<file path="src/rtl/energy_cal_pkg.sv">
// Shared constants and payload types for the energy calibration polynomial evaluator.
package energy_cal_pkg;

  localparam int unsigned RESID_W = 10;
  localparam int unsigned COEF_W  = 64;
  localparam int unsigned VALUE_W = 16;
  localparam int unsigned CNT_W16 = 16;

  // Coefficient word layout: a = s16, b = s24, c = s24
  localparam int unsigned A_MSB = 63;
  localparam int unsigned A_LSB = 48;
  localparam int unsigned A_W   = 16;
  localparam int unsigned B_MSB = 47;
  localparam int unsigned B_LSB = 24;
  localparam int unsigned B_W   = 24;
  localparam int unsigned C_MSB = 23;
  localparam int unsigned C_LSB = 0;
  localparam int unsigned C_W   = 24;

  localparam int unsigned BRAM_LAT = 2;
  localparam int unsigned PIPE_LAT = 6;
  localparam int unsigned SHIFT_A  = 30;
  localparam int unsigned SHIFT_B  = 15;

  typedef struct packed {
    logic [RESID_W-1:0] resid;
    logic [VALUE_W-1:0] value;
  } energy_t;

  function automatic logic [CNT_W16-1:0] sat_inc(input logic [CNT_W16-1:0] x);
    return (x == 16'hFFFF) ? x : x + 16'd1;
  endfunction

endpackage

</file>
<file path="src/rtl/energy_cal_out_fifo.sv">
// First-word-fall-through output FIFO with occupancy count.
module energy_cal_out_fifo
  import energy_cal_pkg::*;
#(
  parameter int unsigned DEPTH = 8
) (
  input  logic                   clk,
  input  logic                   rst,
  input  logic                   wr_en,
  input  energy_t                wr_data,
  input  logic                   rd_en,
  output energy_t                rd_data,
  output logic                   rd_valid,
  output logic [$clog2(DEPTH):0] count
);

  localparam int unsigned AW = $clog2(DEPTH);
  localparam int unsigned CW = AW + 1;

  energy_t       mem [DEPTH];
  logic [AW-1:0] wr_ptr;
  logic [AW-1:0] rd_ptr;
  logic          rd_ok;

  assign rd_ok    = rd_en && (count != '0);
  assign rd_valid = (count != '0);
  assign rd_data  = mem[rd_ptr];

  always_ff @(posedge clk) begin
    if (wr_en) mem[wr_ptr] <= wr_data;
  end

  always_ff @(posedge clk or posedge rst) begin
    if (rst) begin
      wr_ptr <= '0;
      rd_ptr <= '0;
      count  <= '0;
    end else begin
      if (wr_en) wr_ptr <= wr_ptr + AW'(1);
      if (rd_ok) rd_ptr <= rd_ptr + AW'(1);
      if (wr_en && !rd_ok)      count <= count + CW'(1);
      else if (!wr_en && rd_ok) count <= count - CW'(1);
    end
  end

endmodule

</file>
<file path="src/rtl/energy_cal_poly_eval.sv">
// Per-photon energy = a*p^2 + b*p + c from a BRAM coefficient table, clamped to 16 bits.
// Optional ENERGY_CAL_UNCAL_DROP_EN: drop events whose coefficient word is zero, count them.
module energy_cal_poly_eval
  import energy_cal_pkg::*;
#(
  parameter int unsigned FIFO_DEPTH = 8,
  parameter int unsigned PHASE_W    = 16
) (
  input  logic                  clk,
  input  logic                  rst,
  input  logic                  photon_valid,
  output logic                  photon_ready,
  input  logic [RESID_W-1:0]    photon_resid,
  input  logic [PHASE_W-1:0]    photon_phase,
  output logic                  bram_en_a,
  output logic                  bram_we,
  output logic [RESID_W-1:0]    bram_addr,
  output logic [COEF_W-1:0]     bram_wr_data,
  input  logic [COEF_W-1:0]     bram_rd_data,
  output logic                  energy_valid,
  input  logic                  energy_ready,
  output logic [RESID_W-1:0]    energy_resid,
  output logic [VALUE_W-1:0]    energy_value,
`ifdef ENERGY_CAL_UNCAL_DROP_EN
  output logic [CNT_W16-1:0]    drop_count,
`endif
  output logic [CNT_W16-1:0]    sat_count
);

  localparam int unsigned PP_W   = 2 * PHASE_W;
  localparam int unsigned BP_W   = B_W + PHASE_W;
  localparam int unsigned AP_W   = A_W + PP_W;
  localparam int unsigned SUM_W  = ((AP_W > BP_W) ? AP_W : BP_W) + 2;
  localparam int unsigned CNT_W  = $clog2(FIFO_DEPTH) + 1;
  localparam int unsigned CRED_W = CNT_W + 1;
  localparam int unsigned NSTG   = PIPE_LAT - 1;

  logic                                accept;
  logic [NSTG:1]                       vld;
  logic [CNT_W-1:0]                    fifo_count;
  logic [CRED_W-1:0]                   credit;
  logic                                fifo_wr;
  energy_t                             fifo_din;
  energy_t                             fifo_dout;

  logic [BRAM_LAT-1:0][RESID_W-1:0]    resid_d;
  logic [BRAM_LAT-1:0][PHASE_W-1:0]    phase_d;
  logic signed [A_W-1:0]               a3, a4;
  logic signed [B_W-1:0]               b3;
  logic signed [C_W-1:0]               c3, c4, c5;
  logic signed [PHASE_W-1:0]           p3;
  logic signed [PP_W-1:0]              pp4;
  logic signed [BP_W-1:0]              bp4, bp5;
  logic signed [AP_W-1:0]              ap5;
  logic [RESID_W-1:0]                  r3, r4, r5;

  logic signed [SUM_W-1:0]             sum_c;
  logic                                neg_c;
  logic                                over_c;
  logic [VALUE_W-1:0]                  value_c;

  // Credit covers everything in flight plus FIFO contents, so the FIFO can never overflow
  assign accept       = photon_valid & photon_ready;
  assign credit       = CRED_W'(fifo_count) + CRED_W'($countones(vld));
  assign photon_ready = !rst && (credit < CRED_W'(FIFO_DEPTH));

  assign bram_en_a    = accept;
  assign bram_we      = 1'b0;
  assign bram_addr    = photon_resid;
  assign bram_wr_data = '0;

  always_ff @(posedge clk or posedge rst) begin
    if (rst) vld <= '0;
    else     vld <= {vld[NSTG-1:1], accept};
  end

  always_ff @(posedge clk) begin
    resid_d <= {resid_d[BRAM_LAT-2:0], photon_resid};
    phase_d <= {phase_d[BRAM_LAT-2:0], photon_phase};
    a3  <= bram_rd_data[A_MSB:A_LSB];
    b3  <= bram_rd_data[B_MSB:B_LSB];
    c3  <= bram_rd_data[C_MSB:C_LSB];
    p3  <= $signed(phase_d[BRAM_LAT-1]);
    r3  <= resid_d[BRAM_LAT-1];
    pp4 <= PP_W'(p3) * PP_W'(p3);
    bp4 <= BP_W'(b3) * BP_W'(p3);
    a4  <= a3;
    c4  <= c3;
    r4  <= r3;
    ap5 <= AP_W'(a4) * AP_W'(pp4);
    bp5 <= bp4;
    c5  <= c4;
    r5  <= r4;
  end

  always_comb begin
    sum_c   = SUM_W'(ap5 >>> SHIFT_A) + SUM_W'(bp5 >>> SHIFT_B) + SUM_W'(c5);
    neg_c   = sum_c[SUM_W-1];
    over_c  = !neg_c && (|sum_c[SUM_W-2:VALUE_W]);
    value_c = sum_c[VALUE_W-1:0];
    if (neg_c)       value_c = '0;
    else if (over_c) value_c = '1;
  end

  always_ff @(posedge clk or posedge rst) begin
    if (rst)                             sat_count <= '0;
    else if (vld[NSTG] && (neg_c || over_c)) sat_count <= sat_inc(sat_count);
  end

`ifdef ENERGY_CAL_UNCAL_DROP_EN
  // Zero-word flag rides alongside stages 3..5; dropped slots free their credit at stage 5
  logic [2:0] zero_d;

  always_ff @(posedge clk) begin
    zero_d <= {zero_d[1:0], (bram_rd_data == '0)};
  end

  assign fifo_wr = vld[NSTG] & ~zero_d[2];

  always_ff @(posedge clk or posedge rst) begin
    if (rst)                         drop_count <= '0;
    else if (vld[NSTG] && zero_d[2]) drop_count <= sat_inc(drop_count);
  end
`else
  assign fifo_wr = vld[NSTG];
`endif

  assign fifo_din.resid = r5;
  assign fifo_din.value = value_c;

  energy_cal_out_fifo #(.DEPTH(FIFO_DEPTH)) u_fifo (
    .clk      (clk),
    .rst      (rst),
    .wr_en    (fifo_wr),
    .wr_data  (fifo_din),
    .rd_en    (energy_ready),
    .rd_data  (fifo_dout),
    .rd_valid (energy_valid),
    .count    (fifo_count)
  );

  assign energy_resid = fifo_dout.resid;
  assign energy_value = fifo_dout.value;

endmodule

</file>
<file path="config.mk">
export PLATFORM = sky130hd
export DESIGN_NAME = energy_cal_poly_eval
export DESIGN_NICKNAME = d
export VERILOG_FILES = /design/src/rtl/energy_cal_pkg.sv /design/src/rtl/energy_cal_out_fifo.sv /design/src/rtl/energy_cal_poly_eval.sv
export SDC_FILE = /design/constraint.sdc
export NUM_CORES = 2
export LEC_CHECK = 0
export BUFFER_PORTS_ARGS = -buffer_cell sky130_fd_sc_hd__clkbuf_2
export CAP_MARGIN = 20
export CELL_PAD_IN_SITES_DETAIL_PLACEMENT = 0
export CELL_PAD_IN_SITES_GLOBAL_PLACEMENT = 1
export CORE_MARGIN = 4
export CORE_UTILIZATION = 47
export CTS_BUF_LIST = sky130_fd_sc_hd__clkbuf_16
export DETAILED_ROUTE_END_ITERATION = 10
export PLACE_DENSITY_LB_ADDON = 0.3
export SYNTH_ARGS = -nofsm -noshare
export SYNTH_HDL_FRONTEND = slang
export SYNTH_SLANG_ARGS = --single-unit
</file>
<file path="constraint.sdc">
create_clock -name clk -period 6.32 [get_ports clk]
set_clock_uncertainty 0.1 [all_clocks]
set_input_delay 0.632 -clock clk [delete_from_list [all_inputs] [get_ports clk]]
set_output_delay 0.632 -clock clk [all_outputs]
set_load 0.01 [all_outputs]
</file>
==> flow_summary_export.csv <==
group,metric,value,unit
outcome,status,"finished, violations left",
outcome,violations,"setup timing",
drt,dr_total_vias,36701,
yosys,synth_area,57400,µm²
yosys,synth_edf_count,208,
timing,fin_hold_ws,65.1,ps
clocking,cts_buffer_depth,3,
yosys,ys.flop_type,"dfxtp_1",
min_path,hold_depth,1,
timing,hold_viol,0,
worst_setup_path,end_kind,"flip-flop",
yosys,synth_xor_area_share,2.09,%
yosys,synth_compound_area_share,3.54,%
worst_setup_path,timing.rr.end,"ap5[42]",
final_layout,area_growth,17.9,%
worst_setup_path,critPathKind,"flip-flop to flip-flop",
final_layout,multi_input_area,39100,µm²
min_path,hp-class,"input port to flip-flop",
final_layout,fin_area,67700,µm²
drt,dr.pass1.iters,5,
yosys,synth_top_family_by_area,"adder cells",
floorplan,row_count,127,
worst_setup_path,slowest_delay,580,ps
worst_setup_path,r2r_slack,-250,ps
grt,grt_first_pass_wirelength,219,mm
final_layout,drive_above_1_share,18.8,%
min_path,hold_end,"c3[5]",
grt,grt_pass1_vias,40981,
worst_setup_path,start_kind,"flip-flop",
clocking,htree_levels,2,
worst_setup_path,path_max_fanout,5,
yosys,avgSynthCellArea,10.6,µm²
drt,drt-total-wl,135,mm
floorplan,core_area,121000,µm²
drt,drt_iter0_markers,1878,
timing,min_period_over_period,104,%
floorplan,dieArea,128000,µm²
worst_setup_path,reg2regPathDepth,24,
timing,worst_slack,-247,ps
min_path,hp-start,"bram_rd_data[5]",
worst_setup_path,worst_path_max_delay_cell,"fa_2",
yosys,synth_mux_area_share,2.76,%
floorplan,fp.dieH,357,µm
clocking,clock_sinks,564,
timing,post-route-min-period,6570,ps
worst_setup_path,r2r_start,"a4[4]",
yosys,yosysWarningCount,0,
timing,worstMarginPinSlew,949,ps
placed_design,port_buffers,148,
yosys,synth_simple_gate_area_share,10.9,%
yosys,synthAdderAreaFrac,46.2,%
flow_run,maxCapViolCount,0,
yosys,synthCells,5428,
floorplan,io_pins,214,
placed_design,gp_congestion,0.878,
final_layout,fillerInstances,10375,
placed_design,placedInstanceArea,62700,µm²
final_layout,regArea,13600,µm²
floorplan,die_x,357,µm
worst_setup_path,crit_path_frequent_cell,"fa_1",
timing,slew_viol_final,0,
grt,antenna_found_initial,1,
grt,grt_max_degree,55,
final_layout,nNetsFinal,7541,
clocking,numCtsBuffers,58,
worst_setup_path,crit_chain,"buf_12, and2_4, fa_1, inv_1, fa_1, fa_1, inv_2, fa_1, fa_1, inv_1, fa_2, inv_2, ha_4, a21o_1, a21o_1, a2111oi_4, a31oi_1, buf_4, a221oi_4, o21ai_4, o21a_1, o21a_1, nor2_1, xnor2_1",
yosys,synth-async-reset-ratio,5.50,%
final_layout,n_antenna_cell,0,
yosys,yosysUniqueCellTypes,75,
yosys,synth.ff_latch_count,564,
clocking,cts_tree,"built",
grt,grt_util_all_layers,21.7,%
floorplan,initial_core_util,47.6,%
drt,via_per_inst,4.79,
timing,relSlewSlack,36.7,%
worst_setup_path,arrival,7030,ps
timing,rsz0062_at_grt,"true",
timing,max_clock_freq,0.152,GHz
clocking,clock_latency,690,ps
grt,overflow,0,
yosys,seq_area_frac_synth,23.6,%
drt,drcViolationCount,0,
worst_setup_path,cp.required,6780,ps
drt,wl_per_cell,17.6,µm
clocking,clockRootBuffer,"clkbuf_16",
drt,ant_nets,0,
placed_design,pre_cts_ws,-694,ps
clocking,clkSlewWorstSetupHoldPaths,60,ps
timing,finalSetupViolations,11,
placed_design,dp_hpwl,105,mm
cell type report:
| type | count | share of cell area (%) |
|---|---|---|
| clock buffer | 59 | 2.18 |
| tap | 1612 | 2.98 |
| multi-input combinational | 3358 | 57.8 |
| timing repair buffer | 717 | 9.06 |
| inverter | 1299 | 7.22 |
| sequential | 564 | 20.1 |
| clock inverter | 51 | 0.691 |
through the flow:
stage | TNS, ps | util, % | std cells
floorplan | 0 | - | 5497
global placement | -8790 | 52.0 | 7400
detailed placement | -10210 | 52.0 | 7400
CTS | -1320 | 55.1 | 7627
global route | -4580 | 56.1 | 7660
finish | -1490 | 56.1 | 7660
layer usage:
| layer | vias to the layer above | share of wire, % | wire (µm) | GRT usage, % |
|---|---|---|---|---|
| li1 | 17172 | - | - | - |
| met1 | 18631 | 44 | 59400 | 29.5 |
| met2 | 716 | 49 | 65700 | 37.0 |
| met3 | 182 | 4.6 | 6140 | 3.17 |
| met4 | 0 | 2.8 | 3730 | 5.46 |
| met5 | - | 0 | 0 | 0 |
cell usage in the layout (no fill, tap or decap), types with 11 or more instances in the layout:
cell,count
fa_1,1067
xor2_1,49
inv_1,1267
nand2_1,610
mux4_2,52
clkbuf_16,62
nand4_1,22
nor2b_1,14
edfxtp_1,208
xnor2_1,85
dfxtp_4,12
nor2_2,16
and3_1,12
nor2_1,110
buf_4,390
clkbuf_2,148
ha_4,28
and2_4,22
o21ai_1,11
a21o_1,58
mux2_2,31
dfxtp_2,26
nand3_1,29
ha_1,297
a21oi_2,27
o21ai_0,36
buf_6,27
dfxtp_1,287
a21oi_1,77
dfrtp_1,28
inv_2,43
o21ai_2,11
fa_2,52
and2_1,367
buf_12,52
dlygate4sd3_1,88
nand2b_1,29
conb_1,71
registers in the layout (all words and copies together), names as in the netlist, 20 cells and up:
name / cells
pp4: 31
resid_d: 20
bp5: 25
u_fifo.mem: 208
c3: 24
bp4: 25
b3: 24
c4: 24
c5: 24
phase_d: 32
kinds of logic (layout without fill, tap and decap cells):
| group | count (synthesis) | after routing |
|---|---|---|
| adder cells (fa/ha/maj) | 1449 | 1449 |
| AO/OA/AOI/OAI | 319 | 319 |
| AND/OR/NAND/NOR | 1294 | 1294 |
| flip-flops | 564 | 564 |
| XOR/XNOR | 137 | 137 |
| buffers and inverters | 1575 | 2126 |
| other | 2 | 71 |
| multiplexers | 88 | 88 |
Yosys cell counts, types with 22 or more instances:
cell type | number | area, µm²
inv_1 | 1298 | 4870
fa_1 | 1119 | 22400
nand2_1 | 620 | 2330
and2_1 | 389 | 2430
ha_1 | 330 | 4130
dfxtp_1 | 325 | 6510
edfxtp_1 | 208 | 6250
clkbuf_1 | 183 | 687
nor2_1 | 129 | 484
a21oi_1 | 109 | 546
xnor2_1 | 88 | 771
buf_4 | 75 | 563
a21o_1 | 58 | 435
o21ai_0 | 55 | 275
mux4_2 | 52 | 1170
xor2_1 | 49 | 429
dfrtp_1 | 31 | 776
mux2_2 | 31 | 349
nand2b_1 | 29 | 181
nand3_1 | 29 | 145
nand4_1 | 22 | 138
timing repair:
action,CTS,global route
resized for setup,133,268
pin swaps,73,176
endpoints found under the hold margin,92,0
endpoints found under the setup margin,35,43
setup buffers,25,40
cloned,6,4
hold buffers,88,0
worst max-delay path by stage:
stage	from	endpoint	slack [ps]	cells after the start
finish	a4[4]	ap5[42]	-250	24
global route	a4[10]	ap5[45]	-450	22
CTS	a4[6]	ap5[42]	-240	24
detailed placement	a4[1]	ap5[42]	-690	25
global placement	a4[1]	ap5[46]	-570	25
floorplan	p3[2]	bp4[39]	0.6	23
critical path, delay by kind of cell (launching register included):
family	cells	cell delay [ps]
fa+ha+maj	7	3220
compound gates	8	1780
buf+inv	6	570
flops	1	390
simple gates	2	250
xor+xnor	1	130
Power is left out: the tool's default activity adds up to more than one toggle a clock period on the data nets, which glitch-free logic cannot reach.
